[config.mk]
export PLATFORM = sky130hd
export DESIGN_NAME = vga_timing_monitor
export DESIGN_NICKNAME = d
export VERILOG_FILES = /design/src/rtl/vga_timing_monitor.sv
export SDC_FILE = /design/constraint.sdc
export NUM_CORES = 1
export LEC_CHECK = 0
export ABC_CLOCK_PERIOD_IN_PS = 4300
export BUFFER_PORTS_ARGS = -buffer_cell sky130_fd_sc_hd__buf_2
export CAP_MARGIN = 25
export CORE_ASPECT_RATIO = 0.7
export CORE_MARGIN = 1.5
export CORE_UTILIZATION = 30
export CTS_CLUSTER_SIZE = 12
export DETAILED_ROUTE_END_ITERATION = 10
export GPL_ROUTABILITY_DRIVEN = 0
export PLACE_DENSITY_LB_ADDON = 0.05
export SLEW_MARGIN = 20
export SYNTH_ARGS = -nofsm -noshare
export SYNTH_HDL_FRONTEND = slang
export SYNTH_SLANG_ARGS = --single-unit
[constraint.sdc]
create_clock -name clk -period 4.3 [get_ports clk]
set_clock_uncertainty 0.1 [all_clocks]
set_input_delay 0.43 -clock clk [delete_from_list [all_inputs] [get_ports clk]]
set_output_delay 0.43 -clock clk [all_outputs]
set_load 0.01 [all_outputs]
[src/rtl/vga_timing_monitor.sv]
// Receive-side VGA raster checker: measures line/frame geometry on pixel
// ticks, locks to the expected mode, counts lit active pixels per frame and
// records sticky timing errors.
//
// state  | meaning
// SEARCH | no raster reference yet; waiting for the first vsync leading edge
// ALIGN  | frame boundary known; waiting for one fully passing frame
// LOCKED | raster matches the expected mode; failing frames raise err bits
module vga_timing_monitor #(
  parameter int H_TOTAL_EXP     = 800,
  parameter int H_ACTIVE_EXP    = 640,
  parameter int V_TOTAL_EXP     = 525,
  parameter int V_ACTIVE_EXP    = 480,
  parameter bit SYNC_ACTIVE_LOW = 1'b1
) (
  input  logic        clk,
  input  logic        reset_n,
  input  logic        clk_en,
  input  logic        hsync,
  input  logic        vsync,
  input  logic        hblank,
  input  logic        vblank,
  input  logic [3:0]  vga_r,
  input  logic [3:0]  vga_g,
  input  logic [3:0]  vga_b,
  input  logic        err_clr,
  output logic        locked,
  output logic        frame_done,
  output logic [10:0] h_total,
  output logic [10:0] h_sync_w,
  output logic [10:0] h_active,
  output logic [10:0] v_total,
  output logic [10:0] v_sync_w,
  output logic [10:0] v_active,
  output logic [19:0] lit_count,
  output logic [4:0]  err
);

  localparam logic [10:0] H_TOT    = 11'(H_TOTAL_EXP);
  localparam logic [10:0] H_ACT    = 11'(H_ACTIVE_EXP);
  localparam logic [10:0] V_TOT    = 11'(V_TOTAL_EXP);
  localparam logic [10:0] V_ACT    = 11'(V_ACTIVE_EXP);
  localparam logic [10:0] H_TMO_M1 = 11'(2 * H_TOTAL_EXP - 1);

  typedef enum logic [1:0] {SEARCH = 2'd0, ALIGN = 2'd1, LOCKED = 2'd2} state_e;

  function automatic logic [10:0] sat_inc11(input logic [10:0] v, input logic en);
    if (en && (v != 11'h7FF)) return v + 11'd1;
    return v;
  endfunction

  function automatic logic [19:0] sat_inc20(input logic [19:0] v, input logic en);
    if (en && (v != 20'hF_FFFF)) return v + 20'd1;
    return v;
  endfunction

  logic        hs_a, vs_a, h_lead, h_trail, v_lead, v_trail, act_tick, lit_tick;
  logic        hs_prev_q, hs_prev_d, vs_prev_q, vs_prev_d;
  logic [10:0] h_run_q, h_run_d, hs_cnt_q, hs_cnt_d, line_cnt_q, line_cnt_d;
  logic        line_act_q, line_act_d;
  logic [10:0] v_cnt_q, v_cnt_d, vs_cnt_q, vs_cnt_d, v_act_q, v_act_d;
  logic [19:0] lit_q, lit_d;
  logic        bad_h_q, bad_h_d, bad_ha_q, bad_ha_d;
  logic [10:0] h_total_q, h_total_d, h_sync_w_q, h_sync_w_d, h_active_q, h_active_d;
  logic [10:0] v_total_q, v_total_d, v_sync_w_q, v_sync_w_d, v_active_q, v_active_d;
  logic [19:0] lit_count_q, lit_count_d;
  state_e      state_q, state_d;
  logic [4:0]  err_q, err_d;
  logic        frame_done_q, frame_done_d;
  logic [3:0]  fail_bits;
  logic        timeout;

  assign hs_a     = SYNC_ACTIVE_LOW ? ~hsync : hsync;
  assign vs_a     = SYNC_ACTIVE_LOW ? ~vsync : vsync;
  assign h_lead   = hs_a & ~hs_prev_q;
  assign h_trail  = ~hs_a & hs_prev_q;
  assign v_lead   = vs_a & ~vs_prev_q;
  assign v_trail  = ~vs_a & vs_prev_q;
  assign act_tick = ~hblank & ~vblank;
  assign lit_tick = act_tick & (|{vga_r, vga_g, vga_b});

  // Frame verdict from the accumulators as they stand before the edge tick;
  // the edge tick itself belongs to the new frame.
  assign fail_bits = {v_act_q != V_ACT, bad_ha_q, v_cnt_q != V_TOT, bad_h_q};
  assign timeout   = clk_en & ~h_lead & (h_run_q == H_TMO_M1);

  // Measurement datapath: counters advance and latch only on pixel ticks.
  always_comb begin
    hs_prev_d   = hs_prev_q;
    vs_prev_d   = vs_prev_q;
    h_run_d     = h_run_q;
    hs_cnt_d    = hs_cnt_q;
    line_cnt_d  = line_cnt_q;
    line_act_d  = line_act_q;
    v_cnt_d     = v_cnt_q;
    vs_cnt_d    = vs_cnt_q;
    v_act_d     = v_act_q;
    lit_d       = lit_q;
    bad_h_d     = bad_h_q;
    bad_ha_d    = bad_ha_q;
    h_total_d   = h_total_q;
    h_sync_w_d  = h_sync_w_q;
    h_active_d  = h_active_q;
    v_total_d   = v_total_q;
    v_sync_w_d  = v_sync_w_q;
    v_active_d  = v_active_q;
    lit_count_d = lit_count_q;
    if (clk_en) begin
      hs_prev_d = hs_a;
      vs_prev_d = vs_a;
      if (h_lead) begin
        h_run_d    = 11'd1;
        h_total_d  = h_run_q;
        line_cnt_d = {10'd0, act_tick};
        line_act_d = act_tick;
        if (line_act_q) h_active_d = line_cnt_q;
      end else begin
        h_run_d    = sat_inc11(h_run_q, 1'b1);
        line_cnt_d = sat_inc11(line_cnt_q, act_tick);
        line_act_d = line_act_q | act_tick;
      end
      if (hs_a) hs_cnt_d = h_lead ? 11'd1 : sat_inc11(hs_cnt_q, 1'b1);
      if (h_trail) h_sync_w_d = hs_cnt_q;
      if (vs_a) vs_cnt_d = v_lead ? {10'd0, h_lead} : sat_inc11(vs_cnt_q, h_lead);
      if (v_trail) v_sync_w_d = vs_cnt_q;
      if (v_lead) begin
        v_total_d   = v_cnt_q;
        v_active_d  = v_act_q;
        lit_count_d = lit_q;
      end
      v_cnt_d  = sat_inc11(v_lead ? 11'd0 : v_cnt_q, h_lead);
      v_act_d  = sat_inc11(v_lead ? 11'd0 : v_act_q, h_lead & line_act_q);
      lit_d    = sat_inc20(v_lead ? 20'd0 : lit_q, lit_tick);
      bad_h_d  = (~v_lead & bad_h_q) | (h_lead & (h_run_q != H_TOT));
      bad_ha_d = (~v_lead & bad_ha_q) | (h_lead & line_act_q & (line_cnt_q != H_ACT));
    end
  end

  // Measurement registers.
  always_ff @(posedge clk or negedge reset_n) begin
    if (!reset_n) begin
      hs_prev_q   <= 1'b0;
      vs_prev_q   <= 1'b0;
      h_run_q     <= '0;
      hs_cnt_q    <= '0;
      line_cnt_q  <= '0;
      line_act_q  <= 1'b0;
      v_cnt_q     <= '0;
      vs_cnt_q    <= '0;
      v_act_q     <= '0;
      lit_q       <= '0;
      bad_h_q     <= 1'b0;
      bad_ha_q    <= 1'b0;
      h_total_q   <= '0;
      h_sync_w_q  <= '0;
      h_active_q  <= '0;
      v_total_q   <= '0;
      v_sync_w_q  <= '0;
      v_active_q  <= '0;
      lit_count_q <= '0;
    end else begin
      hs_prev_q   <= hs_prev_d;
      vs_prev_q   <= vs_prev_d;
      h_run_q     <= h_run_d;
      hs_cnt_q    <= hs_cnt_d;
      line_cnt_q  <= line_cnt_d;
      line_act_q  <= line_act_d;
      v_cnt_q     <= v_cnt_d;
      vs_cnt_q    <= vs_cnt_d;
      v_act_q     <= v_act_d;
      lit_q       <= lit_d;
      bad_h_q     <= bad_h_d;
      bad_ha_q    <= bad_ha_d;
      h_total_q   <= h_total_d;
      h_sync_w_q  <= h_sync_w_d;
      h_active_q  <= h_active_d;
      v_total_q   <= v_total_d;
      v_sync_w_q  <= v_sync_w_d;
      v_active_q  <= v_active_d;
      lit_count_q <= lit_count_d;
    end
  end

  // Lock FSM next state, sticky errors and frame_done pulse; a timeout
  // overrides any frame edge on the same tick, and a set beats err_clr.
  always_comb begin
    state_d      = state_q;
    err_d        = (clk_en & err_clr) ? 5'd0 : err_q;
    frame_done_d = 1'b0;
    if (timeout) begin
      state_d = SEARCH;
      if (state_q != SEARCH) err_d[4] = 1'b1;
    end else if (clk_en && v_lead) begin
      case (state_q)
        SEARCH: state_d = ALIGN;
        ALIGN: begin
          frame_done_d = 1'b1;
          if (fail_bits == 4'd0) state_d = LOCKED;
        end
        LOCKED: begin
          frame_done_d = 1'b1;
          if (fail_bits != 4'd0) begin
            err_d[3:0] = err_d[3:0] | fail_bits;
            state_d    = ALIGN;
          end
        end
        default: state_d = SEARCH;
      endcase
    end
  end

  // Lock FSM state register.
  always_ff @(posedge clk or negedge reset_n) begin
    if (!reset_n) begin
      state_q      <= SEARCH;
      err_q        <= '0;
      frame_done_q <= 1'b0;
    end else begin
      state_q      <= state_d;
      err_q        <= err_d;
      frame_done_q <= frame_done_d;
    end
  end

  assign locked     = (state_q == LOCKED);
  assign frame_done = frame_done_q;
  assign h_total    = h_total_q;
  assign h_sync_w   = h_sync_w_q;
  assign h_active   = h_active_q;
  assign v_total    = v_total_q;
  assign v_sync_w   = v_sync_w_q;
  assign v_active   = v_active_q;
  assign lit_count  = lit_count_q;
  assign err        = err_q;

endmodule

==> metrics <==
vias in the first global route=6157; fill count=2897; Hold Crit Endpoint=vs_prev_q; Routed Antenna Nets=0; worst reg2reg path depth=8; total power=0.004294 W; setup slack, reg-to-reg=1.32 ns; TritonRoute pass-1 iters=4; Area Growth Syn to Fin=18.27%; power per cell area=427.1 mW/mm2; Synth Instances=862; antenna violations before repair=0; Hold Path Depth=2; unrepaired setup endpoints after global routing=false; post-route cell area=0.01005 mm2; setup TNS=0 ns; Clock Root Buffer=clkbuf_16; Core Area=0.02782 mm2; Setup crit end kind=register; Remaining DRCs=0; CTS max path bufs=2; H-tree Lvls=4; clk_lat worst skew=0.44 ns; Seq/Total Area, Yosys=0.5447; post-route clock period utilization=0.6931; DRT iter0 DRCs=332; IO buf count=112; status=completed; Worst Setup SP=vs_prev_q; routed vias/inst=4.714; final net count=994; Hold Crit Start=vsync; total wire length=22.14 mm; Detail Placement HPWL=15.16 mm; Total GRT Usage=0.1585; top cells by area, synth=dfrtp_1 54%, nand2_1 11%, mux2_2 4.1%; share of layout cells above drive strength 1=0.2033; number of synthesis warnings=0; Reg-to-Reg Start=vs_prev_q; Starting Density=0.3055; Seq cells post-synth=185; syn_nets=895; post_cts resized=0; Clk pin slew, worst setup/hold paths=0.07 ns; gr ovfl total=0; worst slew pin tran=0.9420 ns; largest net degree at the start of global routing=87; dominant synthesized flop cell=dfrtp_1; Wirelength per Cell=16.46 um; most frequent cell after synthesis=nand2_1; Max Clk Rate=335.5 MHz; Diodes inserted=0; critical path class=reg2reg; FFs w/ async S/R, synth=1.000; Reg-to-Reg End=lit_q[18]; number of flops mapped to enable cells by yosys=0; Die Area=0.02937 mm2; Mean Syn Cell Area=9.860 um2; Die Span Y=143.8 um; first-pass GRT wire length=35.80 mm; post-placement cell area=0.009442 mm2; Chip Width=204.2 um; CP startpoint kind=register; VDD IR max=0.2511 mV; io pins=113; Synth top cells by count=238 x nand2_1, 185 x dfrtp_1, 54 x nor2_1, 36 x nand3_1, 34 x xor2_1; CTS tree=done; post-synth top area share=0.5447; WP data required=4.58 ns; total CTS buffers=17; min Tclk post-route=2.981 ns; pins over their slew limit=0; Hold Fails Final Rpt=0; Netlist cell types=56; via count=6340; Max-Slew Margin vs Limit=0.3720; Worst EP arrival=3.26 ns; Synth area leader=dfrtp_1; setup violators final=0; Leak Pwr=4.886 nW; # clock sinks=185; Hold/Removal Path Class=in2reg; Max-cap violations=0; synthesized area=0.008499 mm2; worst-path fanout max=19; cell row count=51
cell type report:
type | count | area (um2) | share of cell area
clock buffers | 17 | 425.4 | 0.04232
clock inverters | 15 | 175.2 | 0.01743
inverters | 14 | 52.55 | 0.005228
multi-input cells | 623 | 3661 | 0.3642
flip-flops and latches | 185 | 4629 | 0.4605
well taps | 371 | 464.2 | 0.04618
repair buffers | 120 | 644.4 | 0.06410
per-layer routing:
layer	wire length [um]	share of wire	GRT usage
met5	0	0	0
met1	12450	0.56	0.2517
met2	8588	0.39	0.2034
met3	643	0.029	0.03197
met4	464	0.021	0.06037
placed cells by master (no fill, tap or decap), drive strengths merged, types with 4 or more instances in the layout:
cell type / count
nand2: 238
mux2: 31
or3: 6
o21ai: 31
or4b: 4
and3: 12
buf: 118
clkinvlp: 4
or4: 7
dfrtp: 185
clkinv: 5
o2111ai: 4
a21oi: 8
o211ai: 7
nor4: 14
nand4: 24
and4: 5
nor3: 17
xnor2: 23
nor2: 54
and2: 10
nand3: 36
clkbuf: 18
inv: 17
ha: 13
nor4b: 4
xor2: 34
power by group:
part           internal (W)  total (W)  switching, W
Sequential          0.00190    0.00207      0.000170
Combinational      0.000239   0.000576      0.000337
Clock              0.000917    0.00165      0.000731
worst max path at each step:
stage	end	slack, ns	cells past startpoint
final	lit_q[18]	1.32	8
after global routing	v_act_q[8]	1.08	8
after CTS	lit_q[18]	1.33	8
after detailed placement	lit_q[18]	1.23	9
after global placement	lit_q[18]	1.29	9
after floorplan	lit_q[18]	1.39	11
repair_timing:
item	4_1_cts	5_1_grt
hold buffers	1	0
endpoints found under the setup margin	0	0
buffers inserted	0	0
endpoints found under the hold margin	57	0
cell families after synthesis:
group                      Yosys count  share of synthesized area
AOI/OAI and AO/OA                   73                    0.06065
xor gates and xnor gates            57                    0.05874
adders and majority gates           13                    0.01914
buffers and inverters               54                    0.02620
DFF                                185                     0.5447
muxes                               33                    0.04343
and+or+nand+nor                    447                     0.2472
worst max-delay path, stage by stage, from the launching register on:
cell and delay (ns):
dfrtp_1 0.49, or2_2 0.46, and2_1 0.21, ha_1 0.16, nand3_1 0.26, nor4_1 0.42
nand4b_1 0.27, or4_1 0.45, nand3_1 0.09
metrics by stage:
step | utilization | setup WS [ns] | hold WS, ns | cells
finish | 0.3613 | 1.319 | 0.2029 | 1345
floorplan | - | 1.390 | 0.03441 | 862
CTS | 0.3613 | 1.334 | 0.1720 | 1345
global route | 0.3613 | 1.078 | 0.1873 | 1345
detailed placement | 0.3394 | 1.230 | 0.3572 | 1312
global placement | 0.3394 | 1.290 | 0.3569 | 1312
Note: power is estimated with default switching activity, not from simulation.
